## src/rtl/sync_debounce_edge_if.sv

```systemverilog
// Bundle of the raw input and the conditioned outputs of the debouncer.
// The slave side is the debouncer itself; the master side is whoever
// supplies the raw input and consumes the clean level and edge pulses.
interface sync_debounce_edge_if;
    logic din_async;
    logic dout;
    logic dout_n;
    logic rise_pulse;
    logic fall_pulse;
    logic busy;

    modport master (
        output din_async,
        input  dout,
        input  dout_n,
        input  rise_pulse,
        input  fall_pulse,
        input  busy
    );

    modport slave (
        input  din_async,
        output dout,
        output dout_n,
        output rise_pulse,
        output fall_pulse,
        output busy
    );
endinterface

```

## src/rtl/sync_debounce_edge.sv

```systemverilog
// Synchroniser + counter-based debouncer for a raw push-button/switch input.
// Produces a clean registered level, its complement (for a downstream set_n pin),
// one-cycle rise/fall pulses and a busy flag while a change is being qualified.
module sync_debounce_edge #(
    parameter int SYNC_STAGES     = 2,
    parameter int DEBOUNCE_CYCLES = 16,
    parameter bit RESET_LEVEL     = 1'b0
) (
    input  logic               clk,
    input  logic               reset_n,
    sync_debounce_edge_if.slave bus
);

    // Reject parameter values that would make the synchroniser or the
    // qualification counter meaningless.
    generate
        if (SYNC_STAGES < 2) begin : g_bad_sync
            $error("sync_debounce_edge: SYNC_STAGES must be >= 2");
        end
        if (DEBOUNCE_CYCLES < 1) begin : g_bad_debounce
            $error("sync_debounce_edge: DEBOUNCE_CYCLES must be >= 1");
        end
    endgenerate

    localparam int CW = $clog2(DEBOUNCE_CYCLES + 1);
    localparam logic [CW-1:0] CNT_LAST = CW'(DEBOUNCE_CYCLES - 1);
    localparam logic [CW-1:0] CNT_MAX  = CW'(DEBOUNCE_CYCLES);
    localparam logic [CW-1:0] CNT_ONE  = CW'(1);

    typedef enum logic [1:0] {
        STABLE_LO = 2'd0,
        WAIT_HI   = 2'd1,
        STABLE_HI = 2'd2,
        WAIT_LO   = 2'd3
    } state_t;

    localparam state_t RESET_STATE = RESET_LEVEL ? STABLE_HI : STABLE_LO;

    logic [SYNC_STAGES-1:0] sync_chain_q;
    logic                   sync_q;

    state_t        state_q, state_d;
    logic [CW-1:0] cnt_q, cnt_d;
    logic          dout_q, dout_d;
    logic          dout_n_q;
    logic          rise_q, rise_d;
    logic          fall_q, fall_d;
    logic          busy_q, busy_d;

    // Plain shift-register synchroniser; bit 0 takes the raw input.
    always_ff @(posedge clk or negedge reset_n) begin
        if (!reset_n) begin
            sync_chain_q <= {SYNC_STAGES{RESET_LEVEL}};
        end else begin
            sync_chain_q <= {sync_chain_q[SYNC_STAGES-2:0], bus.din_async};
        end
    end

    assign sync_q = sync_chain_q[SYNC_STAGES-1];

    // Debouncer state, counter and all registered outputs.
    always_ff @(posedge clk or negedge reset_n) begin
        if (!reset_n) begin
            state_q  <= RESET_STATE;
            cnt_q    <= '0;
            dout_q   <= RESET_LEVEL;
            dout_n_q <= ~RESET_LEVEL;
            rise_q   <= 1'b0;
            fall_q   <= 1'b0;
            busy_q   <= 1'b0;
        end else begin
            state_q  <= state_d;
            cnt_q    <= cnt_d;
            dout_q   <= dout_d;
            dout_n_q <= ~dout_d;
            rise_q   <= rise_d;
            fall_q   <= fall_d;
            busy_q   <= busy_d;
        end
    end

    // Next-state logic: a change is accepted only after DEBOUNCE_CYCLES
    // consecutive samples of the new level; any sample of the old level
    // during qualification is treated as bounce and discards the attempt.
    always_comb begin
        state_d = state_q;
        cnt_d   = cnt_q;
        dout_d  = dout_q;
        rise_d  = 1'b0;
        fall_d  = 1'b0;
        case (state_q)
            STABLE_LO: begin
                cnt_d = '0;
                if (sync_q) begin
                    if (DEBOUNCE_CYCLES == 1) begin
                        state_d = STABLE_HI;
                        dout_d  = 1'b1;
                        rise_d  = 1'b1;
                    end else begin
                        state_d = WAIT_HI;
                        cnt_d   = CNT_ONE;
                    end
                end
            end
            WAIT_HI: begin
                if (!sync_q) begin
                    state_d = STABLE_LO;
                    cnt_d   = '0;
                end else if (cnt_q == CNT_LAST) begin
                    state_d = STABLE_HI;
                    cnt_d   = '0;
                    dout_d  = 1'b1;
                    rise_d  = 1'b1;
                end else if (cnt_q < CNT_MAX) begin
                    cnt_d = cnt_q + CNT_ONE;
                end
            end
            STABLE_HI: begin
                cnt_d = '0;
                if (!sync_q) begin
                    if (DEBOUNCE_CYCLES == 1) begin
                        state_d = STABLE_LO;
                        dout_d  = 1'b0;
                        fall_d  = 1'b1;
                    end else begin
                        state_d = WAIT_LO;
                        cnt_d   = CNT_ONE;
                    end
                end
            end
            WAIT_LO: begin
                if (sync_q) begin
                    state_d = STABLE_HI;
                    cnt_d   = '0;
                end else if (cnt_q == CNT_LAST) begin
                    state_d = STABLE_LO;
                    cnt_d   = '0;
                    dout_d  = 1'b0;
                    fall_d  = 1'b1;
                end else if (cnt_q < CNT_MAX) begin
                    cnt_d = cnt_q + CNT_ONE;
                end
            end
            default: begin
                state_d = RESET_STATE;
                cnt_d   = '0;
            end
        endcase
        busy_d = (state_d == WAIT_HI) || (state_d == WAIT_LO);
    end

    assign bus.dout       = dout_q;
    assign bus.dout_n     = dout_n_q;
    assign bus.rise_pulse = rise_q;
    assign bus.fall_pulse = fall_q;
    assign bus.busy       = busy_q;

endmodule

```

## src/flat_wrapper.sv

```systemverilog
// flat-port wrapper written by rule: the top's interface ports become plain ports
module sync_debounce_edge_flat 
#(
    parameter int SYNC_STAGES     = 2,
    parameter int DEBOUNCE_CYCLES = 16,
    parameter bit RESET_LEVEL     = 1'b0
)
  (clk, reset_n, bus_din_async, bus_dout, bus_dout_n, bus_rise_pulse, bus_fall_pulse, bus_busy);
  sync_debounce_edge_if bus_i ();
  input  logic clk;
  input  logic reset_n;
  input wire logic [$bits(bus_i.din_async)-1:0] bus_din_async;
  output wire logic [$bits(bus_i.dout)-1:0] bus_dout;
  output wire logic [$bits(bus_i.dout_n)-1:0] bus_dout_n;
  output wire logic [$bits(bus_i.rise_pulse)-1:0] bus_rise_pulse;
  output wire logic [$bits(bus_i.fall_pulse)-1:0] bus_fall_pulse;
  output wire logic [$bits(bus_i.busy)-1:0] bus_busy;
  assign bus_i.din_async = bus_din_async;
  assign bus_dout = bus_i.dout;
  assign bus_dout_n = bus_i.dout_n;
  assign bus_rise_pulse = bus_i.rise_pulse;
  assign bus_fall_pulse = bus_i.fall_pulse;
  assign bus_busy = bus_i.busy;
  sync_debounce_edge #(.SYNC_STAGES(SYNC_STAGES), .DEBOUNCE_CYCLES(DEBOUNCE_CYCLES), .RESET_LEVEL(RESET_LEVEL)) u_core (.clk(clk), .reset_n(reset_n), .bus(bus_i));
endmodule
```

## config.mk

```make
export PLATFORM = sky130hd
export DESIGN_NAME = sync_debounce_edge_flat
export DESIGN_NICKNAME = d
export VERILOG_FILES = /design/src/rtl/sync_debounce_edge_if.sv /design/src/rtl/sync_debounce_edge.sv /design/src/flat_wrapper.sv
export SDC_FILE = /design/constraint.sdc
export NUM_CORES = 1
export LEC_CHECK = 0
export ABC_AREA = 0
export ABC_CLOCK_PERIOD_IN_PS = 1400
export CAP_MARGIN = 10
export CORE_AREA = 2 2 52 54
export DETAILED_ROUTE_END_ITERATION = 6
export DIE_AREA = 0 0 54 56
export DONT_BUFFER_PORTS = 1
export SYNTH_ARGS = -nofsm -noshare
export SYNTH_HDL_FRONTEND = slang
export SYNTH_SLANG_ARGS = --single-unit
```

## constraint.sdc

```tcl
create_clock -name clk -period 1.4 [get_ports clk]
set_input_delay 0.28 -clock clk [delete_from_list [all_inputs] [get_ports clk]]
set_output_delay 0.28 -clock clk [all_outputs]
set_load 0.02 [all_outputs]
```

### Word level (Yosys, flattened, before mapping)

Cells that the tools add are included.

| word-level totals | value |
|---|---|
| register bits after elaboration | 14 |
| input bits | 3 |
| output and inout port bits | 5 |
| word-level logic and storage cells | 43 |

| cells by class | value |
|---|---|
| $add $sub $neg | 1 |
| $lt $le $gt $ge | 1 |
| equal/unequal tests | 6 |
| multiplexer cells | 24 |
| bitwise logic cells | 1 |
| reduce and logical (&&, ||, !) cells | 2 |

Operator list:

| cell | count |
|---|---|
| $mux 5 | 4 |
| $pmux 5 s4 | 1 |
| $mux 2 | 6 |
| $mux 1 | 11 |
| $pmux 2 s4 | 1 |
| $eq 2x2->1 const B | 3 |
| $add 5x1->5 const B | 1 |
| $eq 5x4->1 const B | 1 |
| $lt 5x5->1 const B | 1 |
| $eq 2x1->1 const B | 2 |
| $logic_not 2->1 | 1 |
| $pmux 1 s2 | 1 |
| $logic_or 1x1->1 | 1 |
| $not 1->1 | 1 |

### Longest topological paths before layout

| logic depth | value |
|---|---|
| depth in word-level cells | 6 |
| mapped depth | 4 |

### Worst setup path after synthesis

Ideal clock, no wire load.

| timing path | value |
|---|---|
| path type | reg2reg |
| start | register u_core.cnt_q[0] |
| end | register u_core.state_q[1] |
| setup time | 0.118 ns |
| arrival time | 1.149 ns |
| data required time | 1.282 ns |
| setup slack | 0.133 ns |
| cell stages (with the launch flop) | 5 |
| buffers on the path | 0 |
| clock period less this slack | 1.267 ns |
| cell sequence | dfrtp_1 > ha_1 > and4b_1 > and3_4 > a21o_1 |

| on the way | value |
|---|---|
| longest elaborated chain between the ends | 4 |

RTL lines:

| what | RTL line | text |
|---|---|---|
| start, declared | sync_debounce_edge.sv:43 | `logic [CW-1:0] cnt_q, cnt_d;` |
| start signal, assigned | sync_debounce_edge.sv:73 | `cnt_q <= cnt_d;` |
| $eq 5x4->1 * | sync_debounce_edge.sv:109, sync_debounce_edge.sv:135 |  |
| $mux 2 (on tied branches) | sync_debounce_edge.sv:135, sync_debounce_edge.sv:109 |  |
| $mux 2 (on tied branches) | sync_debounce_edge.sv:132, sync_debounce_edge.sv:106 |  |
| $pmux 2 s4 * | sync_debounce_edge.sv:91 | `case (state_q)` |
| via u_core.state_d[1] | sync_debounce_edge.sv:42 | `state_t state_q, state_d;` |
| end signal, assigned | sync_debounce_edge.sv:72 | `state_q <= state_d;` |
| end, declared | sync_debounce_edge.sv:42 |  |

Mark *: on every way through the listed nets, which the timed path passes. The rest lies on a longest branch.

### Final worst setup path

Ends and elaborated chain as after synthesis.

==> impl.org <==
** Global routing
- The number of global-route vias before repair came to 349.
- First-pass GRT wire length :: 1.57 mm
- In the global route stage, overall resource usage came out at 7.24%.
- Entering global routing, the biggest net connects 15 pins.
- Total congestion overflow after global routing :: 0
- Number of antenna violations at the first check in global routing :: 0

** Placed design
- Input and output buffers added on the ports amount to 0.
- The number of placed instances, taps included, is 73.
- Gpl congestion :: 0.737

** Yosys
- A synthesized cell averages 13.2 sq um.
- Share of the synthesized area in the top cell type :: 56.2%
- Most numerous cell in the Yosys netlist :: sky130_fd_sc_hd__dfrtp_1
- Asr flop ratio synth :: 100%
- List of most frequent post-synthesis cells :: sky130_fd_sc_hd__dfrtp_1 (13), sky130_fd_sc_hd__a21oi_1 (3), sky130_fd_sc_hd__xnor2_1 (3)
- Mapped cell area :: 579 sq um
- In this run, synthesis inferred 0 flip-flops with an integrated enable.
- For this run, the number of Yosys warnings is 0.
- Biggest area consumer among synthesized cells :: sky130_fd_sc_hd__dfrtp_1
- Among all flip-flop cells after synthesis, the most frequent one is sky130_fd_sc_hd__dfrtp_1.
- The netlist uses 22 different library cells.
- Counting flops and latches in the post-synthesis netlist gives 14.
- By area the synthesized netlist is led by sky130_fd_sc_hd__dfrtp_1 (56%), sky130_fd_sc_hd__dfstp_2 (4.5%), sky130_fd_sc_hd__xnor2_1 (4.5%), sky130_fd_sc_hd__nand4b_1 (3.0%), sky130_fd_sc_hd__xor2_1 (3.0%).
- The number of nets handed over by synthesis was 48.
- Summing the sequential cell areas from Yosys gives 60.7% of the chip area.
- Gate Count Post-Synth :: 44

** STA
- Derived from the worst setup path, the maximum achievable clock frequency is 734 MHz.
- Share of the clock period used by the worst path after layout :: 97.4%
- Min Clock Period, post-route :: 1360 ps
- Final hold violation count :: 0
- Hold slack :: 28.8 ps
- The count of pins over their slew limit is 0.
- Setup clock skew after layout :: 4.26 ps
- Setup repair after global routing missed its margin :: no
- In the final timing run, aggregate negative setup slack is 0 ps.
- Count of endpoints failing setup in the final report :: 0
- Headroom to the max-slew limit came out at 59.3%.
- For the pin with the worst max-slew slack, the measured transition is 608 ps.

** Worst hold path
- Worst hold-check path type :: input port to flip-flop

** Worst setup path
- The worst setup path is launched from a flip-flop.
- Highest cell delay on the worst timing path :: 410 ps
- Of all nets on the critical path, the largest fanout is 4.
- Worst-path cell chain :: ha_1, and4b_1, and3_4, a21o_1
- The worst setup path is captured at a flip-flop.
- Worst endpoint required time :: 1570 ps
- At the worst endpoint, the arrival time is 1530 ps.
- The number of buffers and inverters on the critical path is 0.
- The critical path is of the flip-flop to flip-flop type.
- The largest individual stage delay along the critical path comes from the cell sky130_fd_sc_hd__dfrtp_1.
- CP delay by family, top :: simple AND/OR/NAND/NOR gates

** Drt
- Final wirelength :: 895 um
- Via-per-instance ratio :: 4.38
- Total met3 wirelength after detailed routing :: 42 um
- After detailed routing, the met2 layer carries 394 um of wire.
- Post-Route M1 WL :: 441 um
- The first detailed-routing pass ran for 4 iterations.
- The detailed router placed 342 vias in this run.
- Once detail routing completed, the nets flagged for antenna violations numbered 0.
- Initial drt markers :: 7
- In this run the top signal layer used is met4.
- Dividing the detail-routed wire length by the instance count gives 11.5 um.
- DRC violations left :: 0

** Cells and area
- # fillers :: 249
- In the final layout, the share of cells above drive strength 1 is 16.7%.
- For this run, the number of standard cells in the final layout without fillers is 78.
- Compared with the post-synthesis result, the final layout area differs by 13.6%.
- The net count of the finished layout is 53.
- Number of diodes :: 0

** CTS
- # H-tree levels :: 1
- In this run the post-CTS setup repair buffer count came out at 0.
- TritonCTS built the clock tree.
- After clock tree synthesis, the clock-pin slew on the worst setup and hold paths is 80 ps.
- Clock latency on the worst-skew pair, taken at its later pin, is 280 ps.
- Cell at the root of the clock tree :: sky130_fd_sc_hd__clkbuf_4
- Buffers from clock root to sink, at most :: 2
- Counting the buffers created by CTS gives 3.
- Number of clock sinks seen by CTS :: 14

** Floorplanning
- For this design the top-level I/O count stands at 8.
- Floorplan die height :: 56 um
- Area enclosed by the die boundary :: 3020 sq um
- Die width :: 54 um
- The floorplan step defined a core boundary enclosing 2430 sq um.
- After floorplanning, the core was divided into 18 placement rows.
- Initial core utilization :: 23.8%

** Power
- Worst voltage drop across the vdd grid :: 0.000373 V
- In this run the power density over the cells is 1120 nW/um^2.
- In this run the static leakage power is 0.295 nW.

** Status
- The run finished with clean final reports.

** Flow run
- Across the run, the number of max-cap violations was 0.
[report_power, final]
group	total (mW)	internal, mW	leakage [nW]	switching (mW)
combinational	0.0272	0.0113	0.0931	0.0159
sequential	0.425	0.414	0.181	0.0117
clock	0.285	0.158	0.0210	0.126
total	0.737	0.583	0.295	0.154
[metrics by stage]
step           area (sq um)  setup WS [ps]  util, %  total power [mW]
5_1_grt                 658           11.2     27.1             0.781
2_1_floorplan           579            133        -             0.447
6_report                658           37.0     27.1             0.737
3_3_place_gp            612           79.6     25.2             0.451
4_1_cts                 658           45.6     27.1             0.758
3_5_place_dp            612           71.4     25.2             0.451
[timing repair]
action / CTS / global route
resized for setup: 0 / 1
endpoints found under the hold margin: 14 / 0
endpoints found under the setup margin: 0 / 2
hold buffers: 1 / 0
[worst reg2reg max path, delay by kind of cell (launching register included)]
kind                     cells  cell delay (ps)
AO/OA/AOI/OAI                1              150
adder cells (fa/ha/maj)      1              250
flip-flops                   1              410
AND/OR/NAND/NOR              2              450
[flip-flops by register name, summed over array words and instances (netlist names)]
signal	cells
u_core.state_q	2
u_core.bus.busy	1
u_core.bus.dout	1
u_core.bus.dout_n	1
u_core.bus.fall_pulse	1
u_core.sync_chain_q	2
u_core.cnt_q	5
u_core.bus.rise_pulse	1
[final cells by class]
class | count | area (sq um) | area share (%)
sequential | 14 | 352 | 53.4
tap | 30 | 37.5 | 5.70
clock buffer | 4 | 36.3 | 5.51
timing repair buffer | 1 | 10.0 | 1.52
multi-input combinational | 29 | 223 | 33.8
[layout by cell type, fill, tap and decap left out]
| cell type | count |
|---|---|
| sky130_fd_sc_hd__xnor2_1 | 3 |
| sky130_fd_sc_hd__a21o_1 | 1 |
| sky130_fd_sc_hd__dfstp_2 | 1 |
| sky130_fd_sc_hd__nand4b_1 | 2 |
| sky130_fd_sc_hd__dfrtp_1 | 13 |
| sky130_fd_sc_hd__nand3_1 | 1 |
| sky130_fd_sc_hd__nand2_1 | 2 |
| sky130_fd_sc_hd__ha_1 | 1 |
| sky130_fd_sc_hd__a2bb2oi_2 | 1 |
| sky130_fd_sc_hd__nor2b_4 | 1 |
| sky130_fd_sc_hd__and3_1 | 2 |
| sky130_fd_sc_hd__mux2i_1 | 1 |
| sky130_fd_sc_hd__and4b_1 | 1 |
| sky130_fd_sc_hd__xor2_1 | 2 |
| sky130_fd_sc_hd__and3_4 | 1 |
| sky130_fd_sc_hd__clkbuf_8 | 1 |
| sky130_fd_sc_hd__a21oi_1 | 3 |
| sky130_fd_sc_hd__nor2_1 | 2 |
| sky130_fd_sc_hd__o2bb2ai_1 | 1 |
| sky130_fd_sc_hd__clkbuf_4 | 3 |
| sky130_fd_sc_hd__dlygate4sd3_1 | 1 |
| sky130_fd_sc_hd__nand2b_1 | 2 |
| sky130_fd_sc_hd__nor3b_1 | 1 |
| sky130_fd_sc_hd__o21ai_1 | 1 |
[worst paths after layout]
path,cells past startpoint,endpoint,start,slack [ps]
worst max-delay path,4,u_core.state_q[1]$_DFF_PN0_,u_core.cnt_q[0]$_DFF_PN0_,40
worst min-delay path,0,u_core.sync_chain_q[0]$_DFF_PN0_,bus_din_async,30
worst max register to register,4,u_core.state_q[1]$_DFF_PN0_,u_core.cnt_q[0]$_DFF_PN0_,40
worst min register to register,0,u_core.sync_chain_q[1]$_DFF_PN0_,u_core.sync_chain_q[0]$_DFF_PN0_,350
max in group asynchronous,1,u_core.state_q[1]$_DFF_PN0_,reset_n,560
min in group asynchronous,1,u_core.cnt_q[3]$_DFF_PN0_,reset_n,450
[cell families after synthesis]
group / Yosys count / share of synthesized area [%]
simple gates: 15 / 18.1
flops: 14 / 60.7
compound gates: 7 / 8.85
xor+xnor: 5 / 7.56
buf+inv: 1 / 0.863
mux: 1 / 1.73
fa+ha+maj: 1 / 2.16
[metal layers]
metal | GRT usage [%] | up-vias
met4 | 5.36 | 0
met2 | 8.89 | 12
met1 | 9.92 | 165
met5 | 0 | -
li1 | - | 163
met3 | 2.69 | 2
Note: power is estimated with default switching activity, not from simulation.
